===== config.mk =====
export PLATFORM = sky130hd
export DESIGN_NAME = ln_series
export DESIGN_NICKNAME = d
export VERILOG_FILES = /design/src/rtl/ln_series_pkg.sv /design/src/rtl/ln_recip_rom.sv /design/src/rtl/ln_series.sv
export SDC_FILE = /design/constraint.sdc
export NUM_CORES = 1
export LEC_CHECK = 0
export ABC_AREA = 1
export BUFFER_PORTS_ARGS = -buffer_cell sky130_fd_sc_hd__buf_2
export CAP_MARGIN = 5
export CORE_ASPECT_RATIO = 0.7
export CORE_UTILIZATION = 45
export DETAILED_ROUTE_END_ITERATION = 8
export GPL_TIMING_DRIVEN = 0
export REMOVE_ABC_BUFFERS = 1
export SLEW_MARGIN = 20
export SYNTH_ARGS = -nofsm -noshare
export SYNTH_HDL_FRONTEND = slang
export SYNTH_SLANG_ARGS = --single-unit

===== constraint.sdc =====
create_clock -name clk -period 10.64 [get_ports clk]
set_input_delay 1.064 -clock clk [delete_from_list [all_inputs] [get_ports clk]]
set_output_delay 1.064 -clock clk [all_outputs]
set_load 0.05 [all_outputs]

===== src/rtl/ln_series_pkg.sv =====
// Shared types and constants for the ln(1+x) series engine.
package ln_series_pkg;

   localparam int unsigned DATA_W     = 17;
   localparam int unsigned N_W        = 4;
   localparam int unsigned RECIP_W    = 8;
   localparam int unsigned FRAC_BITS  = 14;
   localparam int unsigned RECIP_FRAC = 8;

   typedef enum logic [2:0] {
      IDLE = 3'd0,
      LOAD = 3'd1,
      MUL  = 3'd2,
      ADD  = 3'd3,
      DONE = 3'd4
   } state_t;

   // round(256/n) in Q0.8; entries 0 and 1 are never used by the series
   localparam logic [RECIP_W-1:0] RECIP_TABLE [16] = '{
      8'd0,   8'd0,   8'd128, 8'd85,  8'd64,  8'd51,  8'd43, 8'd37,
      8'd32,  8'd28,  8'd26,  8'd23,  8'd21,  8'd20,  8'd18, 8'd17
   };

endpackage


===== src/rtl/ln_recip_rom.sv =====
// Combinational reciprocal lookup: n -> round(256/n), unsigned Q0.8.
module ln_recip_rom
   import ln_series_pkg::*;
(
   input  logic [N_W-1:0]     i_addr,
   output logic [RECIP_W-1:0] o_data
);

   assign o_data = RECIP_TABLE[i_addr];

endmodule


===== src/rtl/ln_series.sv =====
// Iterative Taylor series for ln(1+x) in Q2.14, one term per MUL/ADD pair.
// Optional operand range check enabled by defining LN_RANGE_CHECK_EN.
module ln_series
   import ln_series_pkg::*;
(
   input  logic                     clk,
   input  logic                     rst,
   input  logic                     start,
   input  logic signed [DATA_W-1:0] x,
   input  logic [N_W-1:0]           n_terms,
   output logic                     busy,
   output logic                     done,
   output logic signed [DATA_W-1:0] result,
   output logic                     err
);

   state_t                     r_state;
   logic signed [DATA_W-1:0]   r_x;
   logic signed [DATA_W-1:0]   r_pow;
   logic signed [DATA_W-1:0]   r_term;
   logic signed [DATA_W-1:0]   r_acc;
   logic [N_W-1:0]             r_n;
   logic [N_W-1:0]             r_n_max;
   logic                       r_oor;

   logic [RECIP_W-1:0]         w_recip;
   logic signed [25:0]         w_term_prod;
   logic signed [33:0]         w_pow_prod;
   logic signed [DATA_W-1:0]   w_term;
   logic signed [DATA_W-1:0]   w_pow_next;
   logic                       w_oor;

   ln_recip_rom u_recip (
      .i_addr (r_n),
      .o_data (w_recip)
   );

   // Term n scales x^n by 1/n; the Q0.8 reciprocal is dropped after the product.
   assign w_term_prod = 26'(r_pow) * 26'($signed({1'b0, w_recip}));
   assign w_pow_prod  = 34'(r_pow) * 34'(r_x);
   assign w_term      = (r_n == N_W'(1)) ? r_pow : w_term_prod[RECIP_FRAC +: DATA_W];
   assign w_pow_next  = w_pow_prod[FRAC_BITS +: DATA_W];

`ifdef LN_RANGE_CHECK_EN
   assign w_oor = (x >= 17'sd16384) || (x <= -17'sd16384);
`else
   assign w_oor = 1'b0;
`endif

   always_ff @(posedge clk or negedge rst) begin
      if (!rst) begin
         r_state <= IDLE;
         r_x     <= '0;
         r_pow   <= '0;
         r_term  <= '0;
         r_acc   <= '0;
         r_n     <= '0;
         r_n_max <= '0;
         r_oor   <= 1'b0;
         busy    <= 1'b0;
         done    <= 1'b0;
         result  <= '0;
         err     <= 1'b0;
      end else begin
         busy <= (r_state == LOAD) || (r_state == MUL) || (r_state == ADD);
         done <= (r_state == DONE);
         case (r_state)
            IDLE: begin
               if (start) r_state <= LOAD;
            end
            LOAD: begin
               r_x     <= x;
               r_pow   <= x;
               r_n_max <= n_terms;
               r_acc   <= '0;
               r_n     <= N_W'(1);
               r_oor   <= w_oor;
               r_state <= ((n_terms == '0) || w_oor) ? DONE : MUL;
            end
            MUL: begin
               r_term  <= w_term;
               r_pow   <= w_pow_next;
               r_state <= ADD;
            end
            ADD: begin
               r_acc   <= r_n[0] ? (r_acc + r_term) : (r_acc - r_term);
               r_n     <= r_n + N_W'(1);
               r_state <= (r_n < r_n_max) ? MUL : DONE;
            end
            DONE: begin
               result  <= r_oor ? '0 : r_acc;
               err     <= r_oor;
               r_state <= IDLE;
            end
            default: r_state <= IDLE;
         endcase
      end
   end

endmodule


==> flow_metrics.env <==
export IMPL_finish_net_count=3178
export IMPL_drt_wl_total_mm=55.5
export IMPL_mostFrequentLayoutCell="inv_1"
export IMPL_drt_first_iter_violations=1099
export IMPL_grt_first_pass_wirelength_mm=94.0
export IMPL_num_vias=16400
export IMPL_die_span_in_y_microns=181
export IMPL_timing_final_crit_share_pct=64.9
export IMPL_number_of_enable_flip_flop_cells_after_synthesis=0
export IMPL_most_used_cells_in_the_layout_excluding_fill_and_tap_cells="inv_1 (715), nand2_1 (627), fa_1 (378), nor2_1 (164), ha_1 (147)"
export IMPL_drt_antenna_violating_nets=0
export IMPL_detailedRoute_firstPassIterationCount=6
export IMPL_groute_usage_overall_pct=25.5
export IMPL_dieArea_sq_um=46700
export IMPL_maximum_frequency_from_static_timing_analysis_mhz=145
export IMPL_detailedPlacementHpwl_mm=44.5
export IMPL_ratio_of_cells_with_drive_above_1_in_the_final_layout_pct=4.18
export IMPL_detail_route_drc_violations=0
export IMPL_fin_cells=3235
export IMPL_root_buffer="clkbuf_16"
export IMPL_syn_to_final_growth_pct=4.61
export IMPL_placeableCoreArea_sq_um=45100
export IMPL_stdcell_area_sq_um=21600
export IMPL_maxcap_viol_count=0
export IMPL_clk_pin_slew_ps=70
export IMPL_finClkSkew_ps=15.4
export IMPL_met3RoutedLength_mm=3.87
export IMPL_synth_yosys_seq_area_share_pct=11.9
export IMPL_timing_critical_path_to_type="register"
export IMPL_required_ps=10940
export IMPL_tns_ps=0
export IMPL_yosys_register_bits=98
export IMPL_io_pin_count=44
export IMPL_critPathKind="register to register"
export IMPL_grt_pass1_vias=17600
export IMPL_placement_rows=65
export IMPL_postSynthAreaPerCell_sq_um=7.72
export IMPL_crit_start_category="register"
export IMPL_wl_per_cell_microns=17.1
export IMPL_clock_latency_ps=370
export IMPL_cts_max_path_buffers=2
export IMPL_clock_tree_htree_level_count=3
export IMPL_tritoncts="done"
export IMPL_worst_pin_slew_ps=1160
export IMPL_timing_final_crit_period_ps=6900
export IMPL_synth_cell_types=52
export IMPL_floorplan_die_width_microns=258
export IMPL_grt_remaining_overflow=0
export IMPL_dr_wl_met2_mm=24.1
export IMPL_via_per_inst=5.08
export IMPL_synth_warnings=0
export IMPL_initial_core_utilization_pct=45.7
export IMPL_cts_inserted_buffers=9
export IMPL_globalplace_congestion=0.923
export IMPL_cts_post_setup_buffers_inserted=0
export IMPL_clock_sinks=98
export IMPL_detail_route_wirelength_met1_mm=26.7
export IMPL_worst_rel_slew_slack_pct=22.4
export IMPL_postSynth_asyncResetShare_pct=100
export IMPL_status="finished, final reports clean"
export IMPL_hold_violation_count_in_the_final_report=0
export IMPL_antenna_diode_count=0
export IMPL_post_synth_inst_count=2671
export IMPL_critical_path_arrival_ps=7200
export IMPL_synth_ff_type="dfrtp_1"
export IMPL_report_final_setup_viol=0
export IMPL_holdBufCountCts=0
export IMPL_worstHoldPathType="register to register"
export IMPL_report_final_slew_viol_count=0
export IMPL_dp_cells=3221
export IMPL_largest_net_degree_at_the_start_of_global_routing=53
export IMPL_worstPathMaxFanout=19
export IMPL_netlist_area_sq_um=20600
export IMPL_placed_cell_area_sq_um=21300
export IMPL_highest_signal_layer="met4"
export IMPL_post_cts_resize_count=0
export IMPL_placement_io_buffers=42
export IMPL_grt_setup_unrepaired="no"
export IMPL_antenna_found_initial=0
==> registers in the layout (all words and copies together) (netlist names) <==
signal,flops
r_n_max,4
done,1
r_x,17
r_state,3
r_pow,17
r_acc,17
busy,1
result,17
r_n,4
r_term,17
==> critical path: stages, from the launching register on <==
cell and delay, ps:
dfrtp_1 750, nand2_1 290, inv_1 130, fa_1 740, inv_1 190, fa_1 830, inv_1 200, fa_1 490
fa_1 580, fa_1 430, fa_1 440, ha_1 400, nand2_1 150, nor2_1 160, inv_1 70, nor2_1 250
nand3_1 260, o211ai_1 190, nand2_1 70, nand3_1 80, nand2_1 50, nand2_1 60
==> path summary, 6_finish.rpt <==
check                      startpoint         end  slack, ps  cells past startpoint
max in group asynchronous         rst  r_term[16]       9350                      2
hold / removal             result[16]  result[16]        470                      2
setup reg to reg            r_pow[16]   r_pow[15]       3740                     21
setup / recovery            r_pow[16]   r_pow[15]       3740                     21
hold reg to reg            result[16]  result[16]        470                      2
min in group asynchronous         rst   r_term[4]        630                      1
==> stage by stage <==
stage	hold WS, ps	worst slack (ps)	utilization, %
floorplan	433	5100	-
global placement	451	3870	46.9
detailed placement	454	3900	47.1
CTS	471	3860	47.8
global route	498	3350	47.8
finish	468	3740	47.8
==> area by class of cell <==
type                    instances  area, sq um
clock buffers                  10          239
clock inverters                 4         52.6
fillers                      4528        23600
inverters                     722         2720
multi-input cells            1753        15100
flip-flops and latches         98         2460
well taps                     603          754
repair buffers                 45          287
==> synth_stat cells, types with 3 or more instances <==
cell      number  area (sq um)
nor3_2         4          40.0
ha_1         147          1840
buf_1         10          37.5
inv_1        715          2680
a21o_1        10          75.1
clkbuf_1      75           282
nand2_2       13          81.3
nor2_1       165           619
o211ai_1      11          82.6
nand2_1      627          2350
nand3_1       65           325
nor3_1        18          90.1
o21bai_1       9          67.6
a21oi_1       82           410
nand2_4        9           101
xor2_1        29           254
nor2_4         4          45.0
o22ai_1       19           119
nor4_1         4          25.0
inv_2          5          18.8
nand3b_1       3          22.5
o21ai_0       94           470
o21ai_1       10          50.1
buf_2          9          45.0
fa_1         378          7570
nand4_1        7          43.8
xnor2_1       13           114
a31oi_1        4          25.0
buf_4          3          22.5
dfrtp_1       98          2450
o21a_1         6          45.0
==> metal layers <==
layer  GRT usage, %  vias to the layer above
li1               -                     7718
met1           38.2                     8173
met2           39.0                      502
met3           4.18                       56
met4           4.97                        0
met5              0                        -
==> logic make-up (layout without fill, tap and decap cells) <==
logic type	Yosys count	in the layout	share of synthesized area [%]
AO/OA/AOI/OAI	257	257	7.02
XOR/XNOR	42	42	1.78
adder cells (fa/ha/maj)	525	525	45.6
buffers and inverters	820	781	15.1
flip-flops	98	98	11.9
other	1	1	0.0182
AND/OR/NAND/NOR	928	928	18.5
Power is not shown: default switching activity piles up to over one toggle a cycle in this logic, so the estimate is an artifact.
